===== src/rtl/switch_debouncer_pkg.sv =====
// Shared defaults for the switch input-conditioning stage.
// The MCU runs at 50 MHz; the prescaler default gives one sample tick per millisecond.
package switch_debouncer_pkg;

    localparam int unsigned CLK_HZ           = 50_000_000;
    localparam int unsigned NUM_SW_DEF       = 16;
    localparam int unsigned TICK_DIV_DEF     = CLK_HZ / 1000;
    localparam int unsigned STABLE_TICKS_DEF = 8;

    // Counter width able to hold 0..n-1, never narrower than one bit.
    function automatic int unsigned cnt_width(input int unsigned n);
        return (n > 1) ? $clog2(n) : 1;
    endfunction

endpackage


===== src/rtl/debounce_cell.sv =====
// One switch bit: 2-flop synchronizer, tick-qualified mismatch counter,
// accepted level and registered rise/fall pulses.
module debounce_cell
    import switch_debouncer_pkg::*;
#(
    parameter int unsigned STABLE_TICKS = STABLE_TICKS_DEF,
    parameter logic        RESET_VAL    = 1'b0
) (
    input  logic clk,
    input  logic rst_n,
    input  logic raw,
    input  logic tick,
    output logic stable,
    output logic rise,
    output logic fall
);

    localparam int unsigned    CW   = cnt_width(STABLE_TICKS + 1);
    localparam logic [CW-1:0]  LAST = CW'(STABLE_TICKS - 1);

    logic          meta;
    logic          sync;
    logic [CW-1:0] cnt;

    always_ff @(posedge clk or negedge rst_n) begin
        if (!rst_n) begin
            meta   <= RESET_VAL;
            sync   <= RESET_VAL;
            stable <= RESET_VAL;
            cnt    <= '0;
            rise   <= 1'b0;
            fall   <= 1'b0;
        end else begin
            meta <= raw;
            sync <= meta;
            rise <= 1'b0;
            fall <= 1'b0;
            // Any cycle of agreement restarts qualification, so a bounce back costs the run.
            if (sync == stable) begin
                cnt <= '0;
            end else if (tick) begin
                if (cnt == LAST) begin
                    stable <= sync;
                    cnt    <= '0;
                    rise   <= sync;
                    fall   <= ~sync;
                end else begin
                    cnt <= cnt + CW'(1);
                end
            end
        end
    end

endmodule


===== src/rtl/switch_debouncer.sv =====
// Synchronizes and debounces the board slide switches for the MCU switch port,
// with a shared sample-tick prescaler and a sticky change interrupt.
module switch_debouncer
    import switch_debouncer_pkg::*;
#(
    parameter int unsigned       NUM_SW       = NUM_SW_DEF,
    parameter int unsigned       TICK_DIV     = TICK_DIV_DEF,
    parameter int unsigned       STABLE_TICKS = STABLE_TICKS_DEF,
    parameter logic [NUM_SW-1:0] RESET_VAL    = '0
) (
    input  logic              clk,
    input  logic              rst_n,
    input  logic [NUM_SW-1:0] sw_raw_i,
    output logic [NUM_SW-1:0] sw_stable_o,
    output logic [NUM_SW-1:0] sw_rise_o,
    output logic [NUM_SW-1:0] sw_fall_o,
    output logic              irq_o,
    input  logic              irq_clr_i
);

    localparam int unsigned   PW    = cnt_width(TICK_DIV);
    localparam logic [PW-1:0] PLAST = PW'(TICK_DIV - 1);

    logic [PW-1:0] pcnt;
    logic          tick;

    assign tick = (pcnt == PLAST);

    always_ff @(posedge clk or negedge rst_n) begin
        if (!rst_n) begin
            pcnt <= '0;
        end else if (tick) begin
            pcnt <= '0;
        end else begin
            pcnt <= pcnt + PW'(1);
        end
    end

    for (genvar i = 0; i < NUM_SW; i++) begin : g_cell
        debounce_cell #(
            .STABLE_TICKS (STABLE_TICKS),
            .RESET_VAL    (RESET_VAL[i])
        ) u_cell (
            .clk    (clk),
            .rst_n  (rst_n),
            .raw    (sw_raw_i[i]),
            .tick   (tick),
            .stable (sw_stable_o[i]),
            .rise   (sw_rise_o[i]),
            .fall   (sw_fall_o[i])
        );
    end

    // A new edge outranks a simultaneous clear so no change is ever lost.
    always_ff @(posedge clk or negedge rst_n) begin
        if (!rst_n) begin
            irq_o <= 1'b0;
        end else if ((|sw_rise_o) || (|sw_fall_o)) begin
            irq_o <= 1'b1;
        end else if (irq_clr_i) begin
            irq_o <= 1'b0;
        end
    end

endmodule


===== config.mk =====
export PLATFORM = sky130hd
export DESIGN_NAME = switch_debouncer
export DESIGN_NICKNAME = d
export VERILOG_FILES = /design/src/rtl/switch_debouncer_pkg.sv /design/src/rtl/debounce_cell.sv /design/src/rtl/switch_debouncer.sv
export SDC_FILE = /design/constraint.sdc
export NUM_CORES = 1
export LEC_CHECK = 0
export CAP_MARGIN = 20
export CELL_PAD_IN_SITES_DETAIL_PLACEMENT = 1
export CELL_PAD_IN_SITES_GLOBAL_PLACEMENT = 1
export CORE_MARGIN = 2
export CORE_UTILIZATION = 40
export DETAILED_ROUTE_END_ITERATION = 6
export GPL_ROUTABILITY_DRIVEN = 0
export PLACE_DENSITY = 0.82
export SLEW_MARGIN = 20
export SYNTH_ARGS = -nofsm -noshare
export SYNTH_HDL_FRONTEND = slang
export SYNTH_SLANG_ARGS = --single-unit

===== constraint.sdc =====
create_clock -name clk -period 2.74 [get_ports clk]
set_input_delay 0.548 -clock clk [delete_from_list [all_inputs] [get_ports clk]]
set_output_delay 0.548 -clock clk [all_outputs]
set_load 0.05 [all_outputs]

Word level (Yosys, flattened, before mapping)
Index checks and enable logic that the tools add are counted.
{ "totals": {"reg_bits": 161, "in_bits": 19, "out_inout_bits": 49} }
{ "op_classes": {"add_sub_neg": 17, "n_eq_ne": 33, "n_mux": 147, "n_bitwise": 32, "n_reduce_logical": 36} }
{ "ops": {"columns": ["op", "n"], "rows": [
  ["$mux 4", 48],
  ["$mux 1", 98],
  ["$add 4x1->4 const B", 16],
  ["$eq 4x3->1 const B", 16],
  ["$reduce_and 3->1", 16],
  ["$reduce_bool 2->1", 17],
  ["$not 1->1", 32],
  ["$reduce_or 16->1", 2],
  ["$add 16x1->16 const B", 1],
  ["$eq 1x1->1", 16],
  ["$eq 16x16->1 const B", 1],
  ["$mux 16", 1],
  ["$logic_or 1x1->1", 1]
]} }

Logic depth before layout (Yosys ltp)
Gate-level depths: netlist of the first run.
{ "depth": {"ltp_word": 4, "depth_mapped": 8, "ltp_nobuf": 5} }

Hierarchy
A second synthesis of the first run with hierarchy kept.
{ "unflattened": {"cells_unflattened": 530, "area_unflattened_um2": 6666.4} }
{ "modules_own_cells": {"columns": ["module", "instances", "cells_per_inst", "area_each_um2", "seq_area_each_um2"], "rows": [
  ["debounce_cell", 16, 28, 362.8, 225.2],
  ["switch_debouncer", 1, 82, 860.8, 425.4]
]} }

Worst setup path after synthesis of the first run
OpenSTA, ideal clock, no wires.
{ "synth_path": {"kind": "register -> register", "from": "register pcnt[10]", "to": "register g_cell[12].u_cell.cnt[0]", "setup_time_ns": 0.078, "t_arrival_ns": 1.982, "t_required_ns": 2.662, "slack_ns": 0.681, "path_stages_with_launch": 7, "period_less_slack_ns": 2.059, "cell_sequence": "dfrtp_1 -> or3_1 -> or3_1 -> buf_6 -> buf_6 -> or4_1 -> a21oi_1"} }
{ "synth_between": {"elab_chain_len": 2} }
{ "synth_rtl": {"columns": ["element", "line", "text"], "rows": [
  ["start: declaration", "switch_debouncer.sv:24", "logic [PW-1:0] pcnt;"],
  ["start signal: assignment", "switch_debouncer.sv:35", "pcnt <= pcnt + PW'(1);"],
  ["$eq 16x16->1", "switch_debouncer.sv:27", "assign tick = (pcnt == PLAST);"],
  ["$reduce_bool 2->1 (no source line)", null, null],
  ["end signal: assignment", "debounce_cell.sv:48", "cnt <= cnt + CW'(1);"],
  ["end: declaration", "debounce_cell.sv:23", "logic [CW-1:0] cnt;"]
]} }
Every way passes these cells.
A chain may end at the register's enable or synchronous reset.

Worst setup path after layout of the first run
{ "layout_path": {"from": "register pcnt[0]", "to": "register g_cell[4].u_cell.cnt[0]"} }
{ "layout_between": {"elab_chain_len": 2} }
{ "layout_rtl": {"columns": ["element", "line"], "rows": [
  ["$eq 16x16->1", "switch_debouncer.sv:27"],
  ["$reduce_bool 2->1 (no source line)", null],
  ["end signal: assignment", "debounce_cell.sv:48"],
  ["end: declaration", "debounce_cell.sv:23"]
]} }
Every way passes these cells.

==> impl_metrics.ini, run 1 <==
[synthesis]
synth-seq-cells = 161
synth_compound_area_share_pct = 9.66
synth_common_cells = dfrtp_1, a21oi_1, nand3_1, o21ai_0, buf_4
synth_cells = 696
synth_adder_area_share_pct = 2.89
ys_warn_count = 0
ys_seq_area_share_pct = 54.8
synth_enable_flop_cells = 0
netlist-cell-type-count = 30
synthSimpleGateAreaFrac_pct = 18.8
synth.area.top_cells = dfrtp_1, buf_4, a21oi_1, nand3_1, nor3b_1
yosysTopAreaCell = dfrtp_1
synth-main-ff-cell = dfrtp_1
synth_top_area_share_pct = 54.8
synth.most_common_cell = dfrtp_1
async_reset_ff_share_pct = 100
syn_nets = 732
syn-mean-instance-area_um2 = 10.6
synth_top_family_by_area = simple AND/OR/NAND/NOR gates
synth-xor-area-share_pct = 3.22
synth_area_um2 = 7350
yosys-mux-area-fraction_pct = 2.74

[worst_setup_path]
crit_chain = ha_1 -> nand3_1 -> or3_2 -> buf_4 -> or4_1 -> a21oi_1
cp.required_ps = 3100
cpPeakStageDelay_ps = 560
cp_max_fo = 37
critPathKind = reg2reg
cpMaxStageDelayCell = or3_2
arrival_ps = 2820
endpoint_kind = flip-flop
start_kind = flip-flop

[power]
intPower_mw = 3.69
p_comb_share_pct = 2.2
switching_share_pct = 23.0
design_power_total_mw = 4.80
clkPwrFrac_pct = 47.4
pwr-share-seq_pct = 50.4
p_leak_nw = 3.52
power.density_nw_per_um2 = 565
ir_drop_uv = 587
p_switching_mw = 1.11

[sta]
rsz0062_at_grt = false
slew_violations = 0
tightest_slew_ps = 830
finalCritPeriodShare_pct = 89.9
period_minus_slack_ps = 2460
slew_headroom_pct = 44.1
hold-worst-slack_ps = 95.5
setup-tns-final_ps = 0
max_freq_ghz = 0.406
report.final.hold_viol_count = 0
fin_worst_skew_ps = 10.9
finalSetupViolCount = 0

[die]
rows = 49
initial_utilization_pct = 40.8
fp.dieW_um = 140
boundaryPins = 68
die_h_um = 140
core_area_um2 = 18000
dieArea_um2 = 19500

[global_routing]
grt_pass1_wl_mm = 31.1
antenna_found_initial = 0
grt_use_met1_pct = 24.1
grtUsageMet3_pct = 4.37
busiest_layer = met2
grt_usage_pct = 20.0
grt_pass1_vias = 6047
grt_max_degree = 68
grt_overflow_total = 0
met2_usage_pct = 34.9

[clocking]
insertion_delay_ps = 440
cts_root_buffer = clkbuf_16
post-cts-setup-buffer-count = 0
cts_tree = done
clock-sinks = 161
cts_resized = 0
htreeDepth = 4
cts.clk_slew.worst_paths_ps = 70
cts_buffers = 17
clockBufferDepth = 2
ctsHoldBuffers = 0

[routing]
vias = 5454
drc = 0
ant_nets = 0
initialDrtViolationCount = 332
vias_per_cell = 5.71
avgRoutedWirePerCell_um = 19.5
drt-total-wl_mm = 18.6
drtPass1Iterations = 4

[final_layout]
finish.utilization_pct = 47.1
drive_gt1_share_pct = 9.23
nets = 750
n_antenna_cell = 0
area_delta_synth_final_pct = 15.6
final_area_um2 = 8500

[run_status]
status = finished, final reports clean

[worst_hold_path]
hp-class = in2async

[place]
io_buffers = 67
placed_area_um2 = 7940
hpwl_mm = 12.5

[run]
maxCapViolCount = 0
## cells in the final DEF (no fill, tap or decap), drive strengths merged
cell type	n
xnor2	22
xor2	5
o21ai	49
inv	20
nand4	20
nor4	9
dfrtp	161
ha	17
and2	2
clkbuf	17
buf	15
nand2	21
bufinv	1
clkdlybuf4s50	66
nor3	5
or3	2
clkinv	4
and4	2
a21oi	66
mux2i	1
and3	16
o31ai	18
nor2	40
nand3	56
nor2b	1
clkinvlp	6
or4b	1
nor3b	33
or4	33
mux2	17
## sequential cells by signal (all words and copies together) (netlist names)
signal                count
g_cell.u_cell.fall       16
pcnt                     16
g_cell.u_cell.meta       16
g_cell.u_cell.stable     16
g_cell.u_cell.sync       16
irq_o                     1
g_cell.u_cell.cnt        64
g_cell.u_cell.rise       16
## worst paths after layout
| check | startpoint | end | slack [ps] | depth (start not counted) |
|---|---|---|---|---|
| min reg2reg | g_cell[11].u_cell.meta$_DFF_PN0_ | g_cell[11].u_cell.sync$_DFF_PN0_ | 350 | 0 |
| min | rst_n | g_cell[2].u_cell.meta$_DFF_PN0_ | 100 | 1 |
| max in group asynchronous | rst_n | g_cell[15].u_cell.stable$_DFFE_PN0P_ | 1880 | 2 |
| max reg2reg | pcnt[0]$_DFF_PN0_ | g_cell[4].u_cell.cnt[0]$_DFFE_PN0P_ | 280 | 6 |
| max | pcnt[0]$_DFF_PN0_ | g_cell[4].u_cell.cnt[0]$_DFFE_PN0P_ | 280 | 6 |
| min in group clk | g_cell[11].u_cell.meta$_DFF_PN0_ | g_cell[11].u_cell.sync$_DFF_PN0_ | 350 | 0 |
## worst max-delay path, delay by kind of cell, from the launching register on
kind,cells,cell delay (ps)
AND/OR/NAND/NOR,3,1290
buffers and inverters,1,280
AO/OA/AOI/OAI,1,160
flip-flops,1,420
adder cells (fa/ha/maj),1,230
## power by group through the flow
stage / registers (mW) / clock network [mW] / logic [mW]
floorplan: 2.46 / 0 / 0.0204
global placement: 2.46 / 0 / 0.104
detailed placement: 2.46 / 0 / 0.108
CTS: 2.42 / 2.33 / 0.109
global route: 2.42 / 2.41 / 0.118
finish: 2.42 / 2.28 / 0.104
## through the flow
| step | worst slack (ps) | std cells |
|---|---|---|
| 6_report | 277 | 955 |
| 5_1_grt | 155 | 955 |
| 4_1_cts | 279 | 955 |
| 3_5_place_dp | 293 | 924 |
| 3_3_place_gp | 438 | 924 |
| 2_1_floorplan | 681 | 696 |
## routing by layer
| metal | up-vias | part of all wire, % |
|---|---|---|
| met5 | - | 0 |
| met4 | 0 | 1.9 |
| met3 | 31 | 3.9 |
| met2 | 127 | 52 |
| met1 | 2796 | 42 |
| li1 | 2500 | - |
## layout make-up
cell class / count / area [um^2]
Inverter: 17 / 63.8
Timing Repair Buffer: 81 / 802
Clock inverter: 14 / 135
Fill cell: 1966 / 9530
Clock buffer: 17 / 425
Tap cell: 229 / 287
Multi-Input combinational cell: 436 / 2760
Sequential cell: 161 / 4030
## cells by family after synthesis
| kind of cell | count (synthesis) |
|---|---|
| AO/OA/AOI/OAI | 133 |
| adder cells (fa/ha/maj) | 17 |
| XOR/XNOR | 27 |
| multiplexers | 18 |
| AND/OR/NAND/NOR | 241 |
| flip-flops | 161 |
| buffers and inverters | 99 |
(Power assumes the default switching activity.)
==> run 2: changes to the inputs <==
--- a/config.mk
+++ b/config.mk
@@ -13,6 +13,7 @@
 export DETAILED_ROUTE_END_ITERATION = 6
 export GPL_ROUTABILITY_DRIVEN = 0
 export PLACE_DENSITY = 0.82
+export REMOVE_ABC_BUFFERS = 1
 export SLEW_MARGIN = 20
 export SYNTH_ARGS = -nofsm -noshare
 export SYNTH_HDL_FRONTEND = slang
==> impl_metrics.ini, run 2 (same netlist as run 1, synthesis figures left out) <==
[die]
fp.dieW_um = 140
rows = 49
dieArea_um2 = 19500
core_area_um2 = 18000
initial_utilization_pct = 40.8
die_h_um = 140
boundaryPins = 68

[final_layout]
largest_reg_flops = 64
nets = 749
finish.utilization_pct = 47.5
area_delta_synth_final_pct = 16.5
n_antenna_cell = 0
stdcell_count = 954
seq_area_um2 = 4030
layout_common_cells = dfrtp_1, a21oi_1, clkdlybuf4s50_1, nand3_1, o21ai_0
mostFrequentLayoutCell = dfrtp_1
fillers = 1979
final_area_um2 = 8570
multi_input_area_um2 = 2760
drive_gt1_share_pct = 8.97
regMostFlops = g_cell.u_cell.cnt

[place]
place_ws_ps = 295
placed_area_um2 = 7970
placedCellCount = 923
io_buffers = 67
hpwl_mm = 12.0

[clocking]
htreeDepth = 4
ctsHoldBuffers = 0
insertion_delay_ps = 430
cts_buffers = 17
clockBufferDepth = 2
cts_tree = done
clock-sinks = 161
post-cts-setup-buffer-count = 0
cts_root_buffer = clkbuf_16
cts.clk_slew.worst_paths_ps = 60
cts_resized = 0

[worst_setup_path]
cpPeakStageDelay_ps = 550
ff2ff_path_depth = 6
start_kind = flip-flop
cpMaxStageDelayCell = or4_1
critPathKind = reg2reg
rrSetupSlack_ps = 250
endpoint_kind = flip-flop
cp_max_fo = 56
r2r_start = pcnt[0]$_DFF_PN0_
r2r-end = g_cell[9].u_cell.cnt[0]$_DFFE_PN0P_
crit_chain = ha_1 -> nand3_1 -> or3_2 -> buf_4 -> or4_1 -> a21oi_1
cp.required_ps = 3090
arrival_ps = 2840

[sta]
slew_violations = 0
rsz0062_at_grt = false
hold-worst-slack_ps = 109
setup-tns-final_ps = 0
finalCritPeriodShare_pct = 90.9
finalSetupViolCount = 0
report.final.hold_viol_count = 0
period_minus_slack_ps = 2490
slew_headroom_pct = 59.8
fin_worst_skew_ps = 7.47
max_freq_ghz = 0.401
tightest_slew_ps = 598
setup_slack_ps = 249

[routing]
drc = 0
vias = 5426
drtPass1Iterations = 4
avgRoutedWirePerCell_um = 19.1
vias_per_cell = 5.69
ant_nets = 0
initialDrtViolationCount = 299
drt-total-wl_mm = 18.2

[power]
switching_share_pct = 21.4
p_comb_share_pct = 2.1
p_leak_nw = 3.57
intPower_mw = 3.90
clkPwrFrac_pct = 49.1
pwr-share-seq_pct = 48.8
ir_drop_uv = 446
power.density_nw_per_um2 = 579
design_power_total_mw = 4.96
p_switching_mw = 1.06

[global_routing]
antenna_found_initial = 0
grt_pass1_wl_mm = 30.6
grt_max_degree = 63
grt_pass1_vias = 5978
grt_overflow_total = 0
grt_usage_pct = 19.4

[run]
maxCapViolCount = 0

[worst_hold_path]
hp-class = in2async

[run_status]
status = finished, final reports clean
-- run 2: cell count changes in the layout (fill, tap and decap cells not counted) --
| cell | before | now |
|---|---|---|
| clkinv_2 | 1 | 2 |
| bufinv_16 | 1 | 3 |
| buf_12 | 2 | 5 |
| clkbuf_8 | 0 | 1 |
| buf_4 | 12 | 8 |
| clkinvlp_4 | 6 | 2 |
| inv_8 | 1 | 0 |
| clkbuf_1 | 0 | 1 |
-- run 2: metal layers --
layer	wire, um	vias up	GRT usage [%]
met1	7580	2806	23.7
li1	-	2486	-
met3	827	20	4.06
met5	0	-	0
met4	233	0	6.11
met2	9540	114	34.5
-- run 2: area by class of cell --
| type | instances | share of cell area [%] |
|---|---|---|
| clock inverter | 12 | 1.85 |
| timing repair buffer | 80 | 9.71 |
| clock buffer | 19 | 5.17 |
| inverter | 17 | 0.745 |
| multi-input combinational | 436 | 32.2 |
| tap | 229 | 3.34 |
| sequential | 161 | 47.0 |
-- run 2: power groups by stage --
stage	logic, mW	registers, mW	clock network (mW)
global placement	0.104	2.46	0
CTS	0.109	2.42	2.49
finish	0.105	2.42	2.44
detailed placement	0.108	2.46	0
global route	0.118	2.42	2.59
floorplan	0.0204	2.46	0
-- run 2: critical path: cells and delay by family, from the launching register on --
kind | cells | cell delay [ps]
buf+inv | 1 | 290
flops | 1 | 410
fa+ha+maj | 1 | 230
simple gates | 3 | 1300
compound gates | 1 | 150
-- run 2: worst max-delay path by stage --
stage | endpoint | start | cells past startpoint
after detailed placement | g_cell[9].u_cell.cnt[0]$_DFFE_PN0P_ | pcnt[0]$_DFF_PN0_ | 6
after floorplan | g_cell[0].u_cell.stable$_DFFE_PN0P_ | pcnt[10]$_DFF_PN0_ | 4
after global placement | g_cell[0].u_cell.cnt[0]$_DFFE_PN0P_ | pcnt[10]$_DFF_PN0_ | 5
final | g_cell[9].u_cell.cnt[0]$_DFFE_PN0P_ | pcnt[0]$_DFF_PN0_ | 6
after CTS | g_cell[15].u_cell.cnt[0]$_DFFE_PN0P_ | pcnt[0]$_DFF_PN0_ | 6
after global routing | g_cell[3].u_cell.cnt[0]$_DFFE_PN0P_ | pcnt[0]$_DFF_PN0_ | 6
